## config.mk

```make
export PLATFORM = sky130hd
export DESIGN_NAME = axi_read_master_ctrl
export DESIGN_NICKNAME = d
export VERILOG_FILES = /design/src/rtl/axi_read_master_ctrl.sv
export SDC_FILE = /design/constraint.sdc
export NUM_CORES = 1
export LEC_CHECK = 0
export ABC_AREA = 1
export BUFFER_PORTS_ARGS = -buffer_cell sky130_fd_sc_hd__buf_2
export CORE_MARGIN = 5
export CORE_UTILIZATION = 35
export CTS_BUF_LIST = sky130_fd_sc_hd__clkbuf_8
export CTS_CLUSTER_SIZE = 24
export DETAILED_ROUTE_END_ITERATION = 8
export SLEW_MARGIN = 20
export SYNTH_ARGS = -nofsm -noshare
export SYNTH_HDL_FRONTEND = slang
export SYNTH_SLANG_ARGS = --single-unit
```

## constraint.sdc

```tcl
create_clock -name AXI_aclk -period 2.3 [get_ports AXI_aclk]
set_clock_uncertainty 0.1 [all_clocks]
set_input_delay 0.345 -clock AXI_aclk [delete_from_list [all_inputs] [get_ports AXI_aclk]]
set_output_delay 0.345 -clock AXI_aclk [all_outputs]
set_load 0.01 [all_outputs]
```

## src/rtl/axi_read_master_ctrl.sv

```systemverilog
// AXI4 read master control: issues one AR burst per start_read request,
// streams accepted R beats into a data buffer and reports completion with
// a sticky response/protocol error flag.
module axi_read_master_ctrl #(
    parameter int C_M_AXI_ADDR_WIDTH = 8,
    parameter int C_M_AXI_DATA_WIDTH = 32
) (
    input  logic                          AXI_aclk,
    input  logic                          AXI_aresetn,
    input  logic                          start_read,
    input  logic [C_M_AXI_ADDR_WIDTH-1:0] src_addr,
    input  logic [1:0]                    burst_type,
    input  logic [2:0]                    burst_size,
    input  logic [8:0]                    beats,
    output logic                          read_transaction_completed,
    output logic                          read_resp_error,
    output logic [C_M_AXI_ADDR_WIDTH-1:0] M_AXI_araddr,
    output logic [7:0]                    M_AXI_arlen,
    output logic [2:0]                    M_AXI_arsize,
    output logic [1:0]                    M_AXI_arburst,
    output logic                          M_AXI_arvalid,
    input  logic                          M_AXI_arready,
    input  logic [C_M_AXI_DATA_WIDTH-1:0] M_AXI_rdata,
    input  logic [1:0]                    M_AXI_rresp,
    input  logic                          M_AXI_rlast,
    input  logic                          M_AXI_rvalid,
    output logic                          M_AXI_rready,
    output logic                          buf_wr_en,
    output logic [C_M_AXI_DATA_WIDTH-1:0] buf_wr_data,
    input  logic                          buf_full
);

    typedef enum logic [1:0] {IDLE, ADDR, DATA, DONE} state_t;

    state_t                          state_q, state_d;
    logic [C_M_AXI_ADDR_WIDTH-1:0]   addr_q;
    logic [7:0]                      arlen_q;
    logic [2:0]                      size_q;
    logic [1:0]                      burst_q;
    logic [8:0]                      beats_q;
    logic [8:0]                      cnt_q;
    logic                            arvalid_q;
    logic                            err_q, err_d;
    logic                            done_q;
    logic                            rerr_q;
    logic                            accept;
    logic                            rready;
    logic                            r_hs;
    logic                            last_beat;
    logic                            unused_rresp0;

    // Only OKAY/EXOKAY differ in bit 0; errors are flagged on bit 1 alone.
    assign unused_rresp0 = M_AXI_rresp[0];

    // A request arriving while the completion pulse is out is dropped.
    assign accept    = (state_q == IDLE) && start_read && !done_q;
    assign rready    = (state_q == DATA) && !buf_full;
    assign r_hs      = rready && M_AXI_rvalid;
    assign last_beat = (cnt_q == beats_q - 9'd1);

    // State register.
    always_ff @(posedge AXI_aclk or negedge AXI_aresetn) begin
        if (!AXI_aresetn) state_q <= IDLE;
        else              state_q <= state_d;
    end

    // Next state and sticky error; rlast disagreeing with the beat count is
    // a protocol error but still ends the burst.
    always_comb begin
        state_d = state_q;
        err_d   = err_q;
        case (state_q)
            IDLE: begin
                err_d = 1'b0;
                if (accept) state_d = (beats != 9'd0) ? ADDR : DONE;
            end
            ADDR: if (arvalid_q && M_AXI_arready) state_d = DATA;
            DATA: begin
                if (r_hs) begin
                    if (M_AXI_rresp[1] || (M_AXI_rlast != last_beat)) err_d = 1'b1;
                    if (M_AXI_rlast || last_beat) state_d = DONE;
                end
            end
            DONE: begin
                state_d = IDLE;
                err_d   = 1'b0;
            end
            default: state_d = IDLE;
        endcase
    end

    // Request latch, beat counter, registered arvalid and registered done/error
    // (the pulse is launched from DONE and seen the cycle after).
    always_ff @(posedge AXI_aclk or negedge AXI_aresetn) begin
        if (!AXI_aresetn) begin
            addr_q    <= '0;
            arlen_q   <= '0;
            size_q    <= '0;
            burst_q   <= '0;
            beats_q   <= '0;
            cnt_q     <= '0;
            arvalid_q <= 1'b0;
            err_q     <= 1'b0;
            done_q    <= 1'b0;
            rerr_q    <= 1'b0;
        end else begin
            if (accept) begin
                addr_q  <= src_addr;
                arlen_q <= beats[7:0] - 8'd1;
                size_q  <= burst_size;
                burst_q <= burst_type;
                beats_q <= beats;
                cnt_q   <= '0;
            end else if (r_hs) begin
                cnt_q   <= cnt_q + 9'd1;
            end
            arvalid_q <= (state_d == ADDR);
            err_q     <= err_d;
            done_q    <= (state_q == DONE);
            rerr_q    <= (state_q == DONE) && err_q;
        end
    end

    assign M_AXI_araddr               = addr_q;
    assign M_AXI_arlen                = arlen_q;
    assign M_AXI_arsize               = size_q;
    assign M_AXI_arburst              = burst_q;
    assign M_AXI_arvalid              = arvalid_q;
    assign M_AXI_rready               = rready;
    assign buf_wr_en                  = r_hs;
    assign buf_wr_data                = r_hs ? M_AXI_rdata : '0;
    assign read_transaction_completed = done_q;
    assign read_resp_error            = rerr_q;

endmodule

```

## Yosys cells after proc, flatten, opt, wreduce, memory -nomap -nowiden

Index checks and enable logic that the tools add are counted.
W data, S select, Z words.

- Flip-flop bits (word level): 45
- Input bits: 63

- Add/sub/neg operators: 3
- Equal/unequal tests: 8
- Multiplexer cells: 12
- Reductions and logical operators: 16

Operator list:

| cell | number |
|---|---|
| $mux W32 | 1 |
| $mux W9 | 2 |
| $mux W2 | 5 |
| $add A9 B1 Y9 const B | 1 |
| $eq A9 B9 Y1 | 1 |
| $reduce_bool A9 Y1 | 1 |
| $sub A9 B1 Y9 const B | 1 |
| $pmux W2 S4 | 1 |
| $sub A8 B1 Y8 const B | 1 |
| $logic_and A1 B1 Y1 | 6 |
| $eq A2 B1 Y1 const B | 2 |
| $eq A2 B2 Y1 const B | 2 |
| $reduce_bool A2 Y1 | 2 |
| $reduce_and A3 Y1 | 1 |
| $logic_not A1 Y1 | 2 |
| $logic_not A2 Y1 | 1 |
| $logic_or A1 B1 Y1 | 2 |
| $mux W1 | 2 |
| $ne A2 B1 Y1 const B | 1 |
| $ne A2 B2 Y1 const B | 1 |
| $pmux W1 S2 | 1 |
| $reduce_or A2 Y1 | 1 |
| $ne A1 B1 Y1 | 1 |

## Longest topological paths before layout

Gate-level depths: netlist (run 1).

- Depth after elaboration: 7
- Mapped depth: 19

## Least setup slack after synthesis (run 1)

Ideal clock, no wire load.

- Kind: reg-to-reg
- From: register beats_q[0]
- To: register err_q
- Library setup time: 76 ps
- Arrival: 1885 ps
- Data required time: 2124 ps
- Slack: 239 ps
- Stages on the path, launching flop included: 16
- Path buffers: 0
- Clock period less this slack: 2061 ps
- Cells stage by stage: dfrtp_1 > inv_1 > ha_1 > nand2_1 > nand2_1 > nor2_1 > nand2_1 > nor2_1 > nand2_1 > nor2_1 > nand2_1 > ha_1 > o21ai_0 > a21o_1 > nand2_1 > o21ai_1

- Cells in the longest elaborated chain, start to end: 6

RTL lines:

| item | line | text |
|---|---|---|
| start, declared | 40 | `logic [8:0] beats_q;` |
| start signal, assigned | 112 | `beats_q <= beats;` |
| $sub A9 B1 Y9 | 59 | `assign last_beat = (cnt_q == beats_q - 9'd1);` |
| $eq A9 B9 Y1 | 59 |  |
| $ne A1 B1 Y1 | 80 | `if (M_AXI_rresp[1] \|\| (M_AXI_rlast != last_beat)) err_d = 1'b1;` |
| $logic_or A1 B1 Y1 | 80 |  |
| $ne A2 B1 Y1 (no line) | n/a |  |
| $reduce_and A3 Y1 (no line) | n/a |  |
| end signal, assigned | 118 | `err_q <= err_d;` |
| end, declared | 43 | `logic err_q, err_d;` |

No other way between the ends.
A chain may end at the register's enable or synchronous reset.

## Final worst setup path (run 1)

- From: register state_q[0]
- To: output port buf_wr_data[4]

- Cells in the longest elaborated chain, start to end: 4

RTL lines:

| item | line | text |
|---|---|---|
| start, declared | 35 | `state_t state_q, state_d;` |
| start signal, assigned | 64 | `else state_q <= state_d;` |
| $eq A2 B2 Y1 | 57 | `assign rready = (state_q == DATA) && !buf_full;` |
| $logic_and A1 B1 Y1 | 57 |  |
| $logic_and A1 B1 Y1 | 58 | `assign r_hs = rready && M_AXI_rvalid;` |
| $mux W32 | 131 | `assign buf_wr_data = r_hs ? M_AXI_rdata : '0;` |
| end, declared | 29 | `output logic [C_M_AXI_DATA_WIDTH-1:0] buf_wr_data,` |

No other way between the ends.

==> impl_results.md, run 1 <==
- Top-count cell post-synth: nand2_1
- Largest cells by area after synthesis: dfrtp_1 41%, nand2_1 15%, inv_1 9.8%
- Fin util: 47.2%
- Iteration-0 DRC Markers: 113
- Net Sw Power: 1.57 mW
- WL/cell: 11.5 um
- Sw Ratio: 42.5%
- Crit-path max FO: 32
- H-tree levels: 2
- Number of buffers created by CTS: 5
- P per Cell Area: 1020 mW/mm^2
- Sequential Power Share: 35.0%
- Relative slew slack: 65.7%
- Post-Layout Cell Count: 622
- Num ports: 121
- Mapped Area: 0.00275 mm^2
- Initial Utilization: 35.8%
- N_diodes: 0
- CP endpoint kind: output pin
- Final setup fails: 0
- Vias in the first global route: 2761
- Post-DP Area: 0.00346 mm^2
- Cell variety after synth: 33
- Vias per inst: 4.48
- Reg-to-Reg Start: beats_q[0]
- Total power: 3.71 mW
- Die Y: 98.7 um
- First-pass GRT wire length: 12400 um
- Maximum buffer depth of the clock tree: 2
- Final WL: 7160 um
- First-pass detailed-route iteration total: 4
- Max Slew Vio Count: 0
- Tightest Hold Check Type: input pin to flop
- Status: complete, no violations
- Cells after DPL: 613
- Leading area contributor after synthesis: dfrtp_1
- Filler cells: 759
- Yosys Warn Count: 0
- Root buf cell: clkbuf_8
- Final Cycle Share: 94.6%
- Clock Sinks: 45
- Sequential-to-total area share from yosys stat: 40.9%
- Max-cap violations: 0
- RSZ-0062 raised after global routing: true
- Layout cells sized above 1: 31.3%
- Worst r2r path cells: 16
- Predominant post-synthesis flop cell: dfrtp_1
- Top cells by count, synth: 113 x nand2_1, 72 x inv_1, 63 x nor2_1
- Internal power: 2.13 mW
- F_max: 460 MHz
- Slew @ Worst Pin: 0.514 ns
- Syn Inst Count: 396
- Minimum clock period: 2.17 ns
- Hold path start: beats[7]
- Combinational share of power: 48.6%
- Core area: 0.00769 mm^2
- Initial antenna violation count: 0
- EDFF count, synth: 0
- FF-to-FF End: err_q
- Fraction of registers with async set/reset: 100%
- Clk_lat worst skew: 0.30 ns
- Largest net degree at the start of global routing: 33
- Via count: 2789
- Antenna Nets Post-Route: 0
- Setup_tns: 0 ns
- Place WS: 0.0349 ns
- GRT overflow: 0
- Worst endpoint data arrival time: 1.73 ns
- Hold Slack: 0.121 ns
- Clock Pin Slew Worst Setup and Hold Paths: 0.09 ns
- DIE AREA: 0.00974 mm^2
- GPL Wtd Cong: 0.867
- Syn_nets: 467
- Postcts setup bufs: 0
- Data required time of the worst path: 1.86 ns
- TritonCTS clock tree: done
- Leakage: 2.21 nW
- Hold Vio Cnt, Final: 0
- Detailed placement HPWL: 5660 um
- Final WS setup: 0.125 ns
- Row cnt: 32
- Port bufs: 119
- # nets final: 590
- Die W: 98.7 um
- Maximum vdd drop: 0.687 mV
- R2R Setup Slk: 0.15 ns
- Area share of the largest cell type after synthesis: 40.9%
- Remaining DRCs: 0
- Syn-to-layout area delta: 31.9%
- Kind of critical path: flop to output pin
- Clock Power Share: 16.4%
- Critical Path End: buf_wr_data[4]
- Syn Area/Cell: 6.95 um^2
- Worst setup SP type: flop
- GRT Util Overall: 15.1%
- Final Cell Area: 0.00363 mm^2
- Seq cells post-synth: 45
- Critical Path Source: state_q[0]
==> layout by cell type (no fill, tap or decap), drive strengths merged <==
| master | n |
|---|---|
| nor2 | 66 |
| xor2 | 4 |
| nand3 | 22 |
| o21bai | 1 |
| or2 | 1 |
| a31oi | 3 |
| nand4 | 5 |
| o31ai | 1 |
| inv | 76 |
| nand2 | 115 |
| nor3 | 4 |
| o21ai | 23 |
| xnor2 | 1 |
| nor4 | 1 |
| buf | 127 |
| a21o | 1 |
| clkbuf | 5 |
| bufinv | 1 |
| nand3b | 2 |
| a21oi | 4 |
| dfrtp | 45 |
| dlygate4sd3 | 1 |
| clkinv | 2 |
| ha | 8 |
| a22oi | 1 |
==> logic make-up after synthesis <==
| kind of cell | after synthesis | share of synthesized area, % |
|---|---|---|
| simple gates | 216 | 34.1 |
| fa+ha+maj | 8 | 3.64 |
| flops | 45 | 40.9 |
| buf+inv | 88 | 13.1 |
| compound gates | 34 | 6.68 |
| xor+xnor | 5 | 1.59 |
==> state kept, by name (all words and copies together), names as in the netlist <==
name,flops
beats_q,9
read_resp_error,1
M_AXI_arburst,2
state_q,2
read_transaction_completed,1
cnt_q,9
M_AXI_arvalid,1
err_q,1
M_AXI_arlen,8
M_AXI_arsize,3
M_AXI_araddr,8
==> layout make-up <==
| cell class | count | area, um^2 | area share (%) |
|---|---|---|---|
| Multi-Input combinational cell | 263 | 1310 | 36.1 |
| Clock inverter | 3 | 42.5 | 1.17 |
| Inverter | 76 | 287 | 7.89 |
| Tap cell | 102 | 128 | 3.51 |
| Clock buffer | 5 | 68.8 | 1.90 |
| Sequential cell | 45 | 1130 | 31.0 |
| Timing Repair Buffer | 128 | 669 | 18.4 |
==> routing by layer <==
metal	wire [um]	GRT usage (%)	part of all wire [%]	vias to the layer above
met1	3090	18.2	43	1240
met3	745	5.59	10	8
met2	3250	25.7	45	102
met4	70	3.47	0.98	0
li1	-	-	-	1439
met5	0	0	0	-
==> worst min path at each step <==
stage | slack [ns] | endpoint | cells after the start
finish | 0.12 | M_AXI_arlen[7] | 2
global route | 0.11 | M_AXI_araddr[0] | 3
floorplan | -0.05 | M_AXI_araddr[0] | 0
detailed placement | 0.25 | M_AXI_araddr[0] | 1
CTS | 0.11 | M_AXI_arlen[7] | 2
global placement | 0.24 | M_AXI_araddr[0] | 1
==> power by group through the flow <==
stage | combinational, mW | clock (mW) | sequential, mW
6_report | 1.80 | 0.608 | 1.30
2_1_floorplan | 1.07 | 0 | 1.38
3_3_place_gp | 1.67 | 0 | 1.31
4_1_cts | 1.74 | 0.629 | 1.30
3_5_place_dp | 1.72 | 0 | 1.31
5_1_grt | 2.06 | 0.662 | 1.35
==> worst max-delay path, stage by stage, from the launching register on <==
cell and delay, ns:
dfrtp_1 0.41, inv_1 0.12, ha_2 0.25, nand3_4 0.16, buf_6 0.22, nor2_1 0.11, buf_2 0.14
==> repair_timing <==
item | in CTS | in global routing
hold endpoints to repair | 19 | 0
hold buffers | 1 | 0
setup endpoints to repair | 32 | 32
pin swaps | 0 | 12
resized for setup | 2 | 14
Note: power is estimated with default switching activity, not from simulation.
==> run 2: changes to the inputs <==
==> constraint.sdc (replaced) <==
create_clock -name AXI_aclk -period 2 [get_ports AXI_aclk]
set_clock_uncertainty 0.1 [all_clocks]
set_input_delay 0.3 -clock AXI_aclk [delete_from_list [all_inputs] [get_ports AXI_aclk]]
set_output_delay 0.3 -clock AXI_aclk [all_outputs]
set_load 0.01 [all_outputs]
==> impl_results.md, run 2 (synthesis results as in run 1) <==
- Relative slew slack: 80.3%
- Kind of critical path: flop to flop
- Via count: 2817
- Internal power: 2.68 mW
- Worst r2r path cells: 18
- Crit-path max FO: 2
- Max-cap violations: 0
- Final WS setup: -0.192 ns
- Final Cycle Share: 110%
- Clock Pin Slew Worst Setup and Hold Paths: 0.09 ns
- Num ports: 121
- Total power: 4.52 mW
- Row cnt: 32
- CP endpoint kind: flop
- Sequential Power Share: 32.9%
- Layout cells sized above 1: 37.3%
- Iteration-0 DRC Markers: 148
- Clock Sinks: 45
- Root buf cell: clkbuf_8
- Antenna Nets Post-Route: 0
- RSZ-0062 raised after global routing: true
- Reg-to-Reg Start: beats_q[0]
- Most frequent cells in the layout: 114 x buf_2, 112 x nand2_1, 68 x inv_1
- H-tree levels: 2
- Sw Ratio: 40.8%
- GRT Util Overall: 15.1%
- Vias per inst: 4.45
- Number of buffers created by CTS: 5
- Vias in the first global route: 2705
- Failing checks: setup timing
- Hold path start: burst_type[1]
- Worst endpoint data arrival time: 2.34 ns
- Initial Utilization: 35.8%
- Place WS: -0.179 ns
- Tightest Hold Check Type: input pin to flop
- Slew @ Worst Pin: 0.293 ns
- TritonCTS clock tree: done
- Setup_tns: -0.541 ns
- Hold Vio Cnt, Final: 0
- GPL Wtd Cong: 0.851
- Initial antenna violation count: 0
- Detailed placement HPWL: 5710 um
- First-pass GRT wire length: 12300 um
- Maximum buffer depth of the clock tree: 2
- Leakage: 2.30 nW
- Most common cell after layout, fill and taps aside: buf_2
- GRT overflow: 0
- FF-to-FF End: state_q[0]
- Fin util: 51.1%
- Worst setup SP type: flop
- R2R Setup Slk: -0.19 ns
- WL/cell: 12.1 um
- Final setup fails: 3
- Clock Power Share: 18.3%
- Status: complete, but fails checks
- Minimum clock period: 2.19 ns
- P per Cell Area: 1150 mW/mm^2
- # nets final: 601
- Die W: 98.7 um
- Critical Path Source: beats_q[0]
- First-pass detailed-route iteration total: 4
- Syn-to-layout area delta: 42.7%
- Max Slew Vio Count: 0
- Critical Path End: state_q[0]
- Core area: 0.00769 mm^2
- N_diodes: 0
- DIE AREA: 0.00974 mm^2
- Clk_lat worst skew: 0.31 ns
- Net Sw Power: 1.84 mW
- Remaining DRCs: 0
- Data required time of the worst path: 2.15 ns
- Port bufs: 119
- Largest regs: beats_q x9, cnt_q x9
- F_max: 456 MHz
- Die Y: 98.7 um
- Maximum vdd drop: 0.729 mV
- Combinational share of power: 48.9%
- Final WL: 7680 um
- Largest net degree at the start of global routing: 46
## run 2: layer usage
| metal | wire length (um) | GRT usage, % | vias up |
|---|---|---|---|
| li1 | - | - | 1462 |
| met1 | 3180 | 18.2 | 1250 |
| met3 | 673 | 5.10 | 11 |
| met4 | 128 | 3.99 | 0 |
| met5 | 0 | 0 | - |
| met2 | 3690 | 25.7 | 94 |
## run 2: final cells by class
| cell class | instances | area (um^2) |
|---|---|---|
| clock inverter | 3 | 65.1 |
| inverter | 76 | 287 |
| tap | 102 | 128 |
| timing repair buffer | 139 | 843 |
| clock buffer | 5 | 68.8 |
| multi-input combinational | 263 | 1410 |
| sequential | 45 | 1130 |
| fill | 739 | 3760 |
## run 2: worst min path at each step
| stage | endpoint | slack [ns] | cells past startpoint |
|---|---|---|---|
| 2_1_floorplan | M_AXI_araddr[0] | -0.1 | 0 |
| 3_3_place_gp | M_AXI_araddr[0] | 0.20 | 2 |
| 3_5_place_dp | M_AXI_araddr[4] | 0.20 | 2 |
| 4_1_cts | M_AXI_arburst[1] | 0.08 | 3 |
| 5_1_grt | M_AXI_araddr[3] | 0.08 | 3 |
| 6_report | M_AXI_arburst[1] | 0.08 | 3 |
## run 2: critical path, cell delays in order, from the launching register on
cell,delay [ns]
dfrtp_1,0.37
inv_2,0.06
ha_4,0.26
inv_2,0.02
nand2_1,0.04
nand2_1,0.04
nor2_1,0.10
nand2_1,0.07
nor2_1,0.10
nand2_1,0.06
nor2_2,0.10
nand2_2,0.09
ha_4,0.16
nor2_2,0.09
nand2_1,0.07
o21ai_2,0.14
nand2_1,0.07
nand2_1,0.08
buf_4,0.11
## run 2: per-stage QoR
step	instance area, um^2	instances	hold WS (ns)
3_5_place_dp	3510	618	0.204
5_1_grt	3930	633	0.0761
4_1_cts	3690	628	0.0759
6_report	3930	633	0.0828
2_1_floorplan	2750	396	-0.0956
3_3_place_gp	3510	618	0.204
## run 2: repair_timing
item                       4_1_cts  5_1_grt
hold buffers                     1        0
cloned                           0        3
pin swaps                        6       17
resized for setup                7       46
buffers inserted                 1        2
setup endpoints to repair       35       35
hold endpoints to repair        45        0
## run 2: power by group through the flow
| stage | Clock [mW] | Sequential (mW) | Combinational, mW |
|---|---|---|---|
| CTS | 0.849 | 1.48 | 2.10 |
| detailed placement | 0 | 1.49 | 2.04 |
| finish | 0.826 | 1.49 | 2.21 |
| floorplan | 0 | 1.59 | 1.23 |
| global route | 0.891 | 1.54 | 2.51 |
| global placement | 0 | 1.49 | 1.98 |
==> run 3: changes to the inputs <==
--- a/config.mk
+++ b/config.mk
@@ -12,6 +12,7 @@
 export CTS_BUF_LIST = sky130_fd_sc_hd__clkbuf_8
 export CTS_CLUSTER_SIZE = 24
 export DETAILED_ROUTE_END_ITERATION = 8
+export PLACE_DENSITY_LB_ADDON = 0.3
 export SLEW_MARGIN = 20
 export SYNTH_ARGS = -nofsm -noshare
 export SYNTH_HDL_FRONTEND = slang
==> impl_results.md, run 3 (synthesis results as in run 1) <==
- Antenna Nets Post-Route: 0
- Status: complete, but fails checks
- Port bufs: 119
- Filler cells: 762
- F_max: 466 MHz
- RSZ-0062 raised after global routing: true
- Cells after DPL: 618
- Row cnt: 32
- Initial Utilization: 35.8%
- Minimum clock period: 2.14 ns
- DIE AREA: 0.00974 mm^2
- Largest regs: beats_q x9, cnt_q x9
- Sw Ratio: 43.1%
- N_diodes: 0
- CP endpoint kind: flop
- Place WS: -0.117 ns
- Iteration-0 DRC Markers: 81
- GPL Wtd Cong: 0.900
- Final Cycle Share: 107%
- Worst endpoint data arrival time: 2.29 ns
- Post-Layout Cell Count: 629
- Relative slew slack: 65.5%
- Kind of critical path: flop to flop
- GRT overflow: 0
- Largest net degree at the start of global routing: 38
- P per Cell Area: 1130 mW/mm^2
- Initial antenna violation count: 0
- # nets final: 597
- Net Sw Power: 1.81 mW
- Vias in the first global route: 2782
- Most common cell after layout, fill and taps aside: buf_2
- Layout cells sized above 1: 32.8%
- Clk_lat worst skew: 0.30 ns
- Remaining DRCs: 0
- Root buf cell: clkbuf_8
- Final setup fails: 3
- Clock Sinks: 45
- Total power: 4.21 mW
- Data required time of the worst path: 2.15 ns
- Die Y: 98.7 um
- Maximum vdd drop: 0.763 mV
- H-tree levels: 2
- Final WL: 7120 um
- Num ports: 121
- Clock Power Share: 13.5%
- Combinational share of power: 51.3%
- Fin util: 48.3%
- Via count: 2783
- Maximum buffer depth of the clock tree: 2
- GRT Util Overall: 14.7%
- Die W: 98.7 um
- Clock Pin Slew Worst Setup and Hold Paths: 0.09 ns
- Max-cap violations: 0
- First-pass GRT wire length: 12100 um
- Internal power: 2.39 mW
- Tightest Hold Check Type: input pin to flop
- Slew @ Worst Pin: 0.517 ns
- Max Slew Vio Count: 0
- Final WS setup: -0.144 ns
- Sequential Power Share: 35.2%
- Most frequent cells in the layout: 119 x buf_2, 109 x nand2_1, 69 x inv_1
- Worst setup SP type: flop
- Crit-path max FO: 2
- WL/cell: 11.3 um
- Vias per inst: 4.42
- Leakage: 2.24 nW
- Syn-to-layout area delta: 34.9%
- First-pass detailed-route iteration total: 4
- TritonCTS clock tree: done
- Number of buffers created by CTS: 5
- Detailed placement HPWL: 5640 um
- Hold Slack: 0.0819 ns
- Hold Vio Cnt, Final: 0
- Core area: 0.00769 mm^2
- R2R Setup Slk: -0.14 ns
- Failing checks: setup timing
-- run 3: repair_timing --
action / in CTS / in global routing
pin swaps: 4 / 12
setup endpoints to repair: 35 / 36
hold buffers: 1 / 0
resized for setup: 7 / 16
setup buffers: 0 / 1
hold endpoints to repair: 21 / 0
cloned: 0 / 1
-- run 3: layout make-up --
| class | count | area, um^2 | area share (%) |
|---|---|---|---|
| Sequential cell | 45 | 1130 | 30.3 |
| Timing Repair Buffer | 135 | 748 | 20.1 |
| Clock inverter | 3 | 18.8 | 0.505 |
| Clock buffer | 5 | 68.8 | 1.85 |
| Multi-Input combinational cell | 263 | 1340 | 36.0 |
| Tap cell | 102 | 128 | 3.44 |
| Inverter | 76 | 288 | 7.75 |
-- run 3: worst paths after layout --
path                                 startpoint  depth (start not counted)                to
worst max-delay path                 beats_q[1]                         19     M_AXI_arvalid
worst min-delay path                src_addr[0]                          3   M_AXI_araddr[0]
worst max register to register       beats_q[1]                         19     M_AXI_arvalid
worst min register to register  M_AXI_araddr[0]                          2   M_AXI_araddr[0]
max in group asynchronous           AXI_aresetn                          3          cnt_q[4]
min in group asynchronous           AXI_aresetn                          2  M_AXI_arburst[0]
-- run 3: critical path: stages (launching register included) --
cell and delay, ns:
dfrtp_1 0.37, inv_2 0.05, ha_4 0.26, inv_2 0.03
nand2_2 0.04, nand2_2 0.05, nor2_2 0.09, nand2_1 0.05
nor2_1 0.10, nand2_1 0.07, nor2_2 0.10, nand2_2 0.08
ha_4 0.16, nor2_2 0.10, nand2_1 0.07, o21ai_2 0.14
nand2_1 0.08, nand2_2 0.06, nand2_1 0.05, inv_1 0.04
-- run 3: through the flow --
step / setup TNS (ns) / instance area (um^2)
after detailed placement: -0.247 / 3500
after CTS: -0.313 / 3620
after floorplan: 0 / 2750
final: -0.288 / 3710
after global placement: -0.204 / 3500
after global routing: -0.888 / 3710
-- run 3: power by group through the flow --
stage	clock (mW)	combinational, mW	sequential (mW)
6_report	0.567	2.16	1.48
3_5_place_dp	0	2.02	1.49
5_1_grt	0.628	2.48	1.54
4_1_cts	0.586	2.07	1.48
2_1_floorplan	0	1.23	1.59
3_3_place_gp	0	1.97	1.49
-- run 3: metal layers --
| layer | wire, um | share of wire (%) | track usage [%] |
|---|---|---|---|
| met3 | 688 | 9.7 | 4.88 |
| met5 | 0 | 0 | 0 |
| met4 | 46 | 0.65 | 2.52 |
| met1 | 3010 | 42 | 17.7 |
| met2 | 3370 | 47 | 25.9 |
